===== src/rtl/dmem_arb_pkg.sv =====
// Shared types for the data-memory arbiter: arbitration state and read-owner tag.
package dmem_arb_pkg;

  typedef enum logic {
    ARB_CPU,
    ARB_IO_BURST
  } arb_state_e;

  typedef enum logic [1:0] {
    OWN_NONE = 2'd0,
    OWN_CPU  = 2'd1,
    OWN_IO   = 2'd2
  } owner_e;

endpackage


===== src/rtl/arb_age_counter.sv =====
// Saturating starvation counter: counts up on inc until LIMIT, clr has priority.
module arb_age_counter #(
  parameter int unsigned LIMIT = 4
) (
  input  logic clock,
  input  logic reset,
  input  logic inc,
  input  logic clr,
  output logic sat
);

  localparam int unsigned CntW = $clog2(LIMIT + 1);

  logic [CntW-1:0] cnt_q;

  assign sat = (cnt_q == CntW'(LIMIT));

  always_ff @(posedge clock or posedge reset) begin
    if (reset) begin
      cnt_q <= '0;
    end else if (clr) begin
      cnt_q <= '0;
    end else if (inc && !sat) begin
      cnt_q <= cnt_q + 1'b1;
    end
  end

endmodule


===== src/rtl/dmem_arbiter.sv =====
// Single-port data RAM arbiter: CPU priority, aging override and locked peripheral bursts.
// Optional statistics counters are built when DMEM_ARB_STATS_EN is defined.
module dmem_arbiter
  import dmem_arb_pkg::*;
#(
  parameter int unsigned ADDR_W       = 12,
  parameter int unsigned DATA_W       = 32,
  parameter int unsigned STARVE_LIMIT = 4,
  parameter int unsigned BURST_MAX    = 8
) (
  input  logic              clock,
  input  logic              reset,
  input  logic              cpu_req,
  input  logic              cpu_wen,
  input  logic [ADDR_W-1:0] cpu_addr,
  input  logic [DATA_W-1:0] cpu_wdata,
  output logic              cpu_stall,
  output logic              cpu_rvalid,
  output logic [DATA_W-1:0] cpu_rdata,
  input  logic              io_req,
  input  logic              io_wen,
  input  logic [ADDR_W-1:0] io_addr,
  input  logic [DATA_W-1:0] io_wdata,
  input  logic              io_burst,
  output logic              io_gnt,
  output logic              io_rvalid,
  output logic [DATA_W-1:0] io_rdata,
`ifdef DMEM_ARB_STATS_EN
  output logic [31:0]       stat_cpu_stall_cycles,
  output logic [15:0]       stat_io_forced,
`endif
  output logic              ram_wen,
  output logic [ADDR_W-1:0] ram_addr,
  output logic [DATA_W-1:0] ram_wdata,
  input  logic [DATA_W-1:0] ram_rdata
);

  localparam int unsigned BurstW = $clog2(BURST_MAX + 1);

  arb_state_e      state_q;
  logic [BurstW-1:0] burst_cnt_q;
  logic [BurstW-1:0] burst_next;
  owner_e          rd_owner_q;

  logic cpu_gnt;
  logic starve_sat;
  logic starve_inc;
  logic starve_clr;
  logic burst_exit;

  always_comb begin
    cpu_gnt = 1'b0;
    io_gnt  = 1'b0;
    if (state_q == ARB_IO_BURST) begin
      io_gnt = io_req;
    end else begin
      cpu_gnt = cpu_req && !starve_sat;
      io_gnt  = io_req && !cpu_gnt;
    end
  end

  // burst_next counts the current grant, so the BURST_MAX-th grant is the last one.
  assign burst_next = burst_cnt_q + 1'b1;
  assign burst_exit = (state_q == ARB_IO_BURST) &&
                      (!io_req || !io_burst || (burst_next == BurstW'(BURST_MAX)));

  assign starve_inc = io_req && !io_gnt;
  assign starve_clr = io_gnt || !io_req || burst_exit;

  arb_age_counter #(
    .LIMIT (STARVE_LIMIT)
  ) u_age (
    .clock (clock),
    .reset (reset),
    .inc   (starve_inc),
    .clr   (starve_clr),
    .sat   (starve_sat)
  );

  always_ff @(posedge clock or posedge reset) begin
    if (reset) begin
      state_q     <= ARB_CPU;
      burst_cnt_q <= '0;
      rd_owner_q  <= OWN_NONE;
    end else begin
      unique case (state_q)
        ARB_CPU: begin
          if (io_gnt && io_burst && (BURST_MAX > 1)) begin
            state_q     <= ARB_IO_BURST;
            burst_cnt_q <= BurstW'(1);
          end
        end
        ARB_IO_BURST: begin
          if (burst_exit) begin
            state_q     <= ARB_CPU;
            burst_cnt_q <= '0;
          end else if (io_gnt) begin
            burst_cnt_q <= burst_next;
          end
        end
        default: begin
          state_q     <= ARB_CPU;
          burst_cnt_q <= '0;
        end
      endcase

      if (cpu_gnt && !cpu_wen) begin
        rd_owner_q <= OWN_CPU;
      end else if (io_gnt && !io_wen) begin
        rd_owner_q <= OWN_IO;
      end else begin
        rd_owner_q <= OWN_NONE;
      end
    end
  end

  assign cpu_stall  = cpu_req && !cpu_gnt;
  assign cpu_rvalid = (rd_owner_q == OWN_CPU);
  assign io_rvalid  = (rd_owner_q == OWN_IO);
  assign cpu_rdata  = ram_rdata;
  assign io_rdata   = ram_rdata;

  // Write enable is masked while reset is held so no stray write lands in RAM.
  always_comb begin
    ram_wen   = 1'b0;
    ram_addr  = '0;
    ram_wdata = '0;
    if (cpu_gnt) begin
      ram_wen   = cpu_wen && !reset;
      ram_addr  = cpu_addr;
      ram_wdata = cpu_wdata;
    end else if (io_gnt) begin
      ram_wen   = io_wen && !reset;
      ram_addr  = io_addr;
      ram_wdata = io_wdata;
    end
  end

`ifdef DMEM_ARB_STATS_EN
  always_ff @(posedge clock or posedge reset) begin
    if (reset) begin
      stat_cpu_stall_cycles <= '0;
      stat_io_forced        <= '0;
    end else begin
      if (cpu_stall) begin
        stat_cpu_stall_cycles <= stat_cpu_stall_cycles + 1'b1;
      end
      if (io_gnt && (state_q == ARB_CPU) && cpu_req && starve_sat) begin
        stat_io_forced <= stat_io_forced + 1'b1;
      end
    end
  end
`endif

endmodule


===== config.mk =====
export PLATFORM = sky130hd
export DESIGN_NAME = dmem_arbiter
export DESIGN_NICKNAME = d
export VERILOG_FILES = /design/src/rtl/dmem_arb_pkg.sv /design/src/rtl/arb_age_counter.sv /design/src/rtl/dmem_arbiter.sv
export SDC_FILE = /design/constraint.sdc
export NUM_CORES = 1
export LEC_CHECK = 0
export CAP_MARGIN = 20
export CORE_AREA = 2 2 93 95
export DETAILED_ROUTE_END_ITERATION = 8
export DIE_AREA = 0 0 95 97
export PLACE_DENSITY = 0.72
export REMOVE_ABC_BUFFERS = 1
export SLEW_MARGIN = 5
export SYNTH_ARGS = -nofsm -noshare
export SYNTH_HDL_FRONTEND = slang
export SYNTH_SLANG_ARGS = --single-unit

===== constraint.sdc =====
create_clock -name clock -period 4 [get_ports clock]
set_input_delay 0.8 -clock clock [delete_from_list [all_inputs] [get_ports clock]]
set_output_delay 0.8 -clock clock [all_outputs]
set_load 0.05 [all_outputs]

# After elaboration in Yosys (flattened, before gate mapping)
# Index checks and enable logic that the tools add are counted.
[word_totals] in_bits=127 wordCells=58 regBits=10
[op_classes] eq_ne=6 n_addsub=2 n_mux=19 reduce_logical=26 bitwise=1
[op_table] op="2-to-1 mux 32 bit" n=2
[op_table] op="2-to-1 mux 12 bit" n=2
[op_table] op="2-to-1 mux 4 bit" n=3
[op_table] op="logical AND 1 bit" n=11
[op_table] op="zero test 1 bit" n=9
[op_table] op="case mux 4 bit (2 select lines)" n=1
[op_table] op="2-to-1 mux 1 bit" n=6
[op_table] op="2-to-1 mux 3 bit" n=2
[op_table] op="adder 4 x 1 -> 4 bit, second input constant" n=1
[op_table] op="== test 4 bit, second input constant" n=1
[op_table] op="logical OR 1 bit" n=4
[op_table] op="2-to-1 mux 2 bit" n=2
[op_table] op="adder 3 x 1 -> 3 bit, second input constant" n=1
[op_table] op="== test 3 bit, second input constant" n=1
[op_table] op="inequality test 3 x 2 -> 1 bit, second input constant" n=1
[op_table] op="== test 2 x 1 -> 1 bit, second input constant" n=1
[op_table] op="== test 2 bit, second input constant" n=1
[op_table] op="inequality test 2 bit, second input constant" n=1
[op_table] op="case mux 1 bit (2 select lines)" n=1
[op_table] op="AND reduction 2 bit" n=1
[op_table] op="nonzero test 2 bit" n=1
[op_table] op="inverter 1 bit" n=1

# Depth between registers and ports, before layout
[depth] word_depth=11 mapped_depth=9

# Hierarchy
# Synthesis repeated with hierarchy kept, for this count alone.
[hier_totals] cells_unflattened=278 hier_area_um2=1773.0
[modules_own_cells] mod="dmem_arbiter" n_inst=1 cells_per_inst=259 area_each_um2=1576.5
[modules_own_cells] mod="arb_age_counter" n_inst=1 cells_per_inst=19 area_each_um2=196.4

# Least setup slack after synthesis
# No wires, ideal clock.
[synth_timing] kind="input to output" from="input cpu_req" to="output ram_wen" required_time_ns=3.200 arrival_time_ns=2.180 path_stages=6 path_buffers=2 setup_slack_ns=1.020 path_cell_list="a21bo_1 nand2b_4 buf_6 buf_6 nand3_1 a21oi_1"
[synth_between] elab_chain_len=6
[synth_lines] item="start, declared" line_no="dmem_arbiter.sv:13" rtl="input logic cpu_req,"
[synth_lines] item="logical AND 1 bit *" line_no="dmem_arbiter.sv:57" rtl="cpu_gnt = cpu_req && !starve_sat;"
[synth_lines] item="zero test 1 bit" line_no="dmem_arbiter.sv:58" rtl="io_gnt = io_req && !cpu_gnt;"
[synth_lines] item="logical AND 1 bit" line_no="dmem_arbiter.sv:58"
[synth_lines] item="2-to-1 mux 1 bit" line_no="dmem_arbiter.sv:54" rtl="if (state_q == ARB_IO_BURST) begin"
[synth_lines] item="2-to-1 mux 1 bit" line_no="dmem_arbiter.sv:132" rtl="end else if (io_gnt) begin"
[synth_lines] item="2-to-1 mux 1 bit *" line_no="dmem_arbiter.sv:128" rtl="if (cpu_gnt) begin"
[synth_lines] item="end, declared" line_no="dmem_arbiter.sv:32" rtl="output logic ram_wen,"
# Mark *: on every way between the ends. The rest lies on a longest branch, timed or not.

# Final worst setup path
[layout_timing] from="input cpu_req" to="output ram_wdata[1]"
[layout_between] elab_chain_len=6
[layout_lines] item="logical AND 1 bit *" line_no="dmem_arbiter.sv:57"
[layout_lines] item="zero test 1 bit" line_no="dmem_arbiter.sv:58"
[layout_lines] item="logical AND 1 bit" line_no="dmem_arbiter.sv:58"
[layout_lines] item="2-to-1 mux 1 bit" line_no="dmem_arbiter.sv:54"
[layout_lines] item="2-to-1 mux 32 bit" line_no="dmem_arbiter.sv:132"
[layout_lines] item="2-to-1 mux 32 bit *" line_no="dmem_arbiter.sv:128"
[layout_lines] item="end, declared" line_no="dmem_arbiter.sv:34" rtl="output logic [DATA_W-1:0] ram_wdata,"
# Marked as above.

==> flow_results.org <==
** Detailed routing
- Vias per Instance :: 4.52
- Number of iterations in the first detailed-routing pass :: 4
- Detailed-route DRC error count :: 0
- After detailed routing, the average wire length per cell comes to 18.6 µm.
- Number of nets with antenna violations after routing :: 0
- After detailed routing, the total wire length is 8.30 mm.
- In this run, the number of DRC markers left after iteration 0 of detailed routing was 58.
- The routed layout has 2020 vias.

** Critical path
- Number of buffers and inverters on the critical path :: 3
- For this run, the slowest stage of the critical path takes 0.42 ns.
- Master of the slowest instance on the critical path :: sky130_fd_sc_hd__clkdlybuf4s50_1
- Along the worst path, the maximum fanout reaches 23.
- Data arrival time of the critical path :: 2.53 ns
- Cells traversed along the worst timing path :: clkdlybuf4s50_1 -> a21bo_1 -> nand2b_4 -> buf_4 -> nand3_1 -> nand2_1 -> buf_12
- The worst setup path is captured at a primary output.
- The setup path with the least slack is of type input port to primary output.
- Top cell family by delay on the critical path :: buffers and inverters
- For the worst setup path, the data required time is 3.20 ns.
- The worst setup path is launched from an input port.

** CTS
- Maximum clock path buffer count :: 2
- TritonCTS clock tree :: done
- After clock tree synthesis, the clock-pin slew on the worst setup and hold paths is 0.04 ns.
- Clock latency on the worst-skew pair, taken at its later pin, is 0.24 ns.
- CTS built an H-tree with a depth of 1.
- Post-CTS Hold Buffers :: 0
- CTS placed an instance of sky130_fd_sc_hd__clkbuf_8 at the clock tree root.
- For this design, the sink count on the clock tree is 10.
- Buffers inserted during clock tree synthesis total 3.
- # resized after CTS :: 0
- The number of setup buffers added after CTS is 0.

** Finish
- Final non-filler cell area :: 3230 µm²
- For this run, the post-layout net count is 474.
- The area growth from synthesis to layout is 88.2%.
- The finished layout holds 447 standard cells, fillers aside.
- Counting the fill cells in the layout gives 794.
- Count of inserted antenna diode cells :: 0
- In the final layout, the share of cells above drive strength 1 is 0.199.

** Yosys
- The synthesized netlist occupies a cell area of 1720 µm².
- Synthesized netlist cell count :: 271
- Number of enable-type register cells in the synthesized netlist :: 0
- After synthesis, the cell types taking the most area are sky130_fd_sc_hd__buf_4 28%, sky130_fd_sc_hd__nand2_1 21%, sky130_fd_sc_hd__dfrtp_1 15%.
- Unique cell type count in the Yosys netlist :: 27
- Share of Yosys cell area claimed by the top area cell type :: 0.284
- In the synthesized netlist, the cells that appear most often are 95 x sky130_fd_sc_hd__nand2_1, 65 x sky130_fd_sc_hd__buf_4, 38 x sky130_fd_sc_hd__nand3_1, 10 x sky130_fd_sc_hd__buf_2, 10 x sky130_fd_sc_hd__dfrtp_1.
- Largest area contributor in the netlist :: sky130_fd_sc_hd__buf_4
- Most instantiated library cell after synthesis :: sky130_fd_sc_hd__nand2_1
- Sequential area share after synthesis :: 0.146
- Average footprint of a synthesized cell :: 6.33 µm²
- YS warnings :: 0
- After synthesis the netlist holds a flip-flop and latch count of 10.
- Async set-or-reset flop fraction in the synthesized netlist :: 1.00
- Post-synth top flop :: sky130_fd_sc_hd__dfrtp_1

** Floorplanning
- Pin placement for this block handled 240 I/O pins.
- The initial utilization of the core area, before any placement, comes to 0.211.
- In this run the standard cell core region covers 8130 µm².
- DIE HEIGHT :: 97 µm
- The floorplan step defined a die boundary enclosing 9220 µm².
- Number of rows created at floorplan :: 33
- Measured along the x axis, the die boundary spans 95 µm.

** Timing
- On the final layout, the worst clock skew is 0.00214 ns.
- Across all setup checks in the final design, the least slack found is 0.666 ns.
- In the final timing run, aggregate negative setup slack is 0 ns.
- The number of hold-slack violations in the final timing report is 0.
- In this run the tightest slew margin relative to its limit is 0.671.
- Number of setup violations in the final report :: 0
- Setup repair after global routing left no endpoint under its margin.
- Number of pins with negative max-slew slack in the final report :: 0
- Time the final worst path needs with I/O delays and setup :: 3.33 ns
- Final worst-path cycle share :: 0.834
- Pin slew with the least headroom to its limit :: 0.493 ns
- Derived from the worst setup path, the maximum achievable clock frequency is 300 MHz.

** Place
- After detailed placement, the total cell area comes to 3190 µm².
- Number of buffers inserted by port buffering :: 143
- Counting tap cells, the placed design contains a total of 444 instances.
- At the end of routability-driven placement, the weighted congestion stood at 0.838.
- Half-perimeter wire length after placement :: 7.14 mm
- Before CTS, the worst setup slack after placement is 0.661 ns.

** Status
- The run finished with clean final reports.

** Global routing
- Global-route wire length before repair :: 11.8 mm
- Summed over all layers, the global routing overflow is 0.
- The initial antenna violation count came to 0.
- Vias in the first global route :: 1987
- For this run, the total global-route usage over all layers was measured as 0.172.
- Maximum number of pins on one net before global-route repair :: 31

** Power
- In this run the static leakage power is 0.00149 µW.
- Power spread over the standard cell area amounts to 233 nW/µm².
- The completed layout was analyzed and its total power is 752 µW.
- Across the VDD grid, the largest voltage drop is 0.0000887 V.

** Run
- MaxCap Viol Count :: 0

** Hold path
- Worst hold path type :: flip-flop to flip-flop
-- routing by layer --
metal,up-vias,wire (µm),part of all wire,GRT usage
met5,-,0,0,0.0595
met4,0,39,0.0047,0.0268
met3,4,1900,0.23,0.179
met2,160,3740,0.45,0.262
met1,911,2620,0.32,0.161
li1,945,-,-,-
-- power breakdown --
part | switching, µW | total (µW) | internal, µW
registers | 6.64 | 114 | 108
clock network | 37.4 | 103 | 65.7
logic | 270 | 535 | 264
total | 315 | 752 | 438
-- state kept, by name, summed over array words and instances (netlist names) --
| register | cells |
|---|---|
| rd_owner_q | 2 |
| state_q | 1 |
| u_age.cnt_q | 3 |
| burst_cnt_q | 4 |
-- layout by cell type, fill, tap and decap left out, types with 3 or more instances in the layout --
master / synthesis / final
sky130_fd_sc_hd__nand2_1: 95 / 95
sky130_fd_sc_hd__clkdlybuf4s50_1: 0 / 95
sky130_fd_sc_hd__buf_12: 0 / 45
sky130_fd_sc_hd__nand3_1: 38 / 38
sky130_fd_sc_hd__dfrtp_1: 10 / 10
sky130_fd_sc_hd__nand3_2: 9 / 9
sky130_fd_sc_hd__buf_4: 65 / 8
sky130_fd_sc_hd__nor2_1: 8 / 7
sky130_fd_sc_hd__inv_1: 4 / 4
sky130_fd_sc_hd__a31oi_1: 3 / 3
sky130_fd_sc_hd__nor2b_1: 3 / 3
sky130_fd_sc_hd__ha_1: 3 / 3
sky130_fd_sc_hd__clkbuf_8: 0 / 3
-- final cells by class --
class,count,area [µm²],share of cell area
inverter,4,15.0,0.00465
timing repair buffer,149,1920,0.593
sequential,10,250,0.0775
tap,105,131,0.0407
multi-input combinational,176,876,0.271
clock buffer,3,41.3,0.0128
-- worst paths after layout --
kind	endpoint	slack [ns]	from	depth (start not counted)
worst max-delay path	ram_wdata[1]	0.67	cpu_req	7
worst min-delay path	u_age.cnt_q[0]	0.45	u_age.cnt_q[0]	1
worst max register to register	rd_owner_q[1]	2.35	u_age.cnt_q[0]	6
worst min register to register	u_age.cnt_q[0]	0.45	u_age.cnt_q[0]	1
max in group asynchronous	burst_cnt_q[1]	2.84	reset	2
min in group asynchronous	burst_cnt_q[2]	0.88	reset	2
-- stage by stage --
step / hold slack, ns / util
2_1_floorplan: 0.429 / -
4_1_cts: 0.456 / 0.397
3_3_place_gp: 0.445 / 0.392
5_1_grt: 0.486 / 0.397
6_report: 0.451 / 0.397
3_5_place_dp: 0.450 / 0.392
-- logic make-up after synthesis --
kind of cell | synth area share
AO/OA/AOI/OAI | 0.0466
XOR/XNOR | 0.00510
adder cells (fa/ha/maj) | 0.0219
buffers and inverters | 0.348
flip-flops | 0.146
AND/OR/NAND/NOR | 0.432
(Power assumes the default switching activity.)
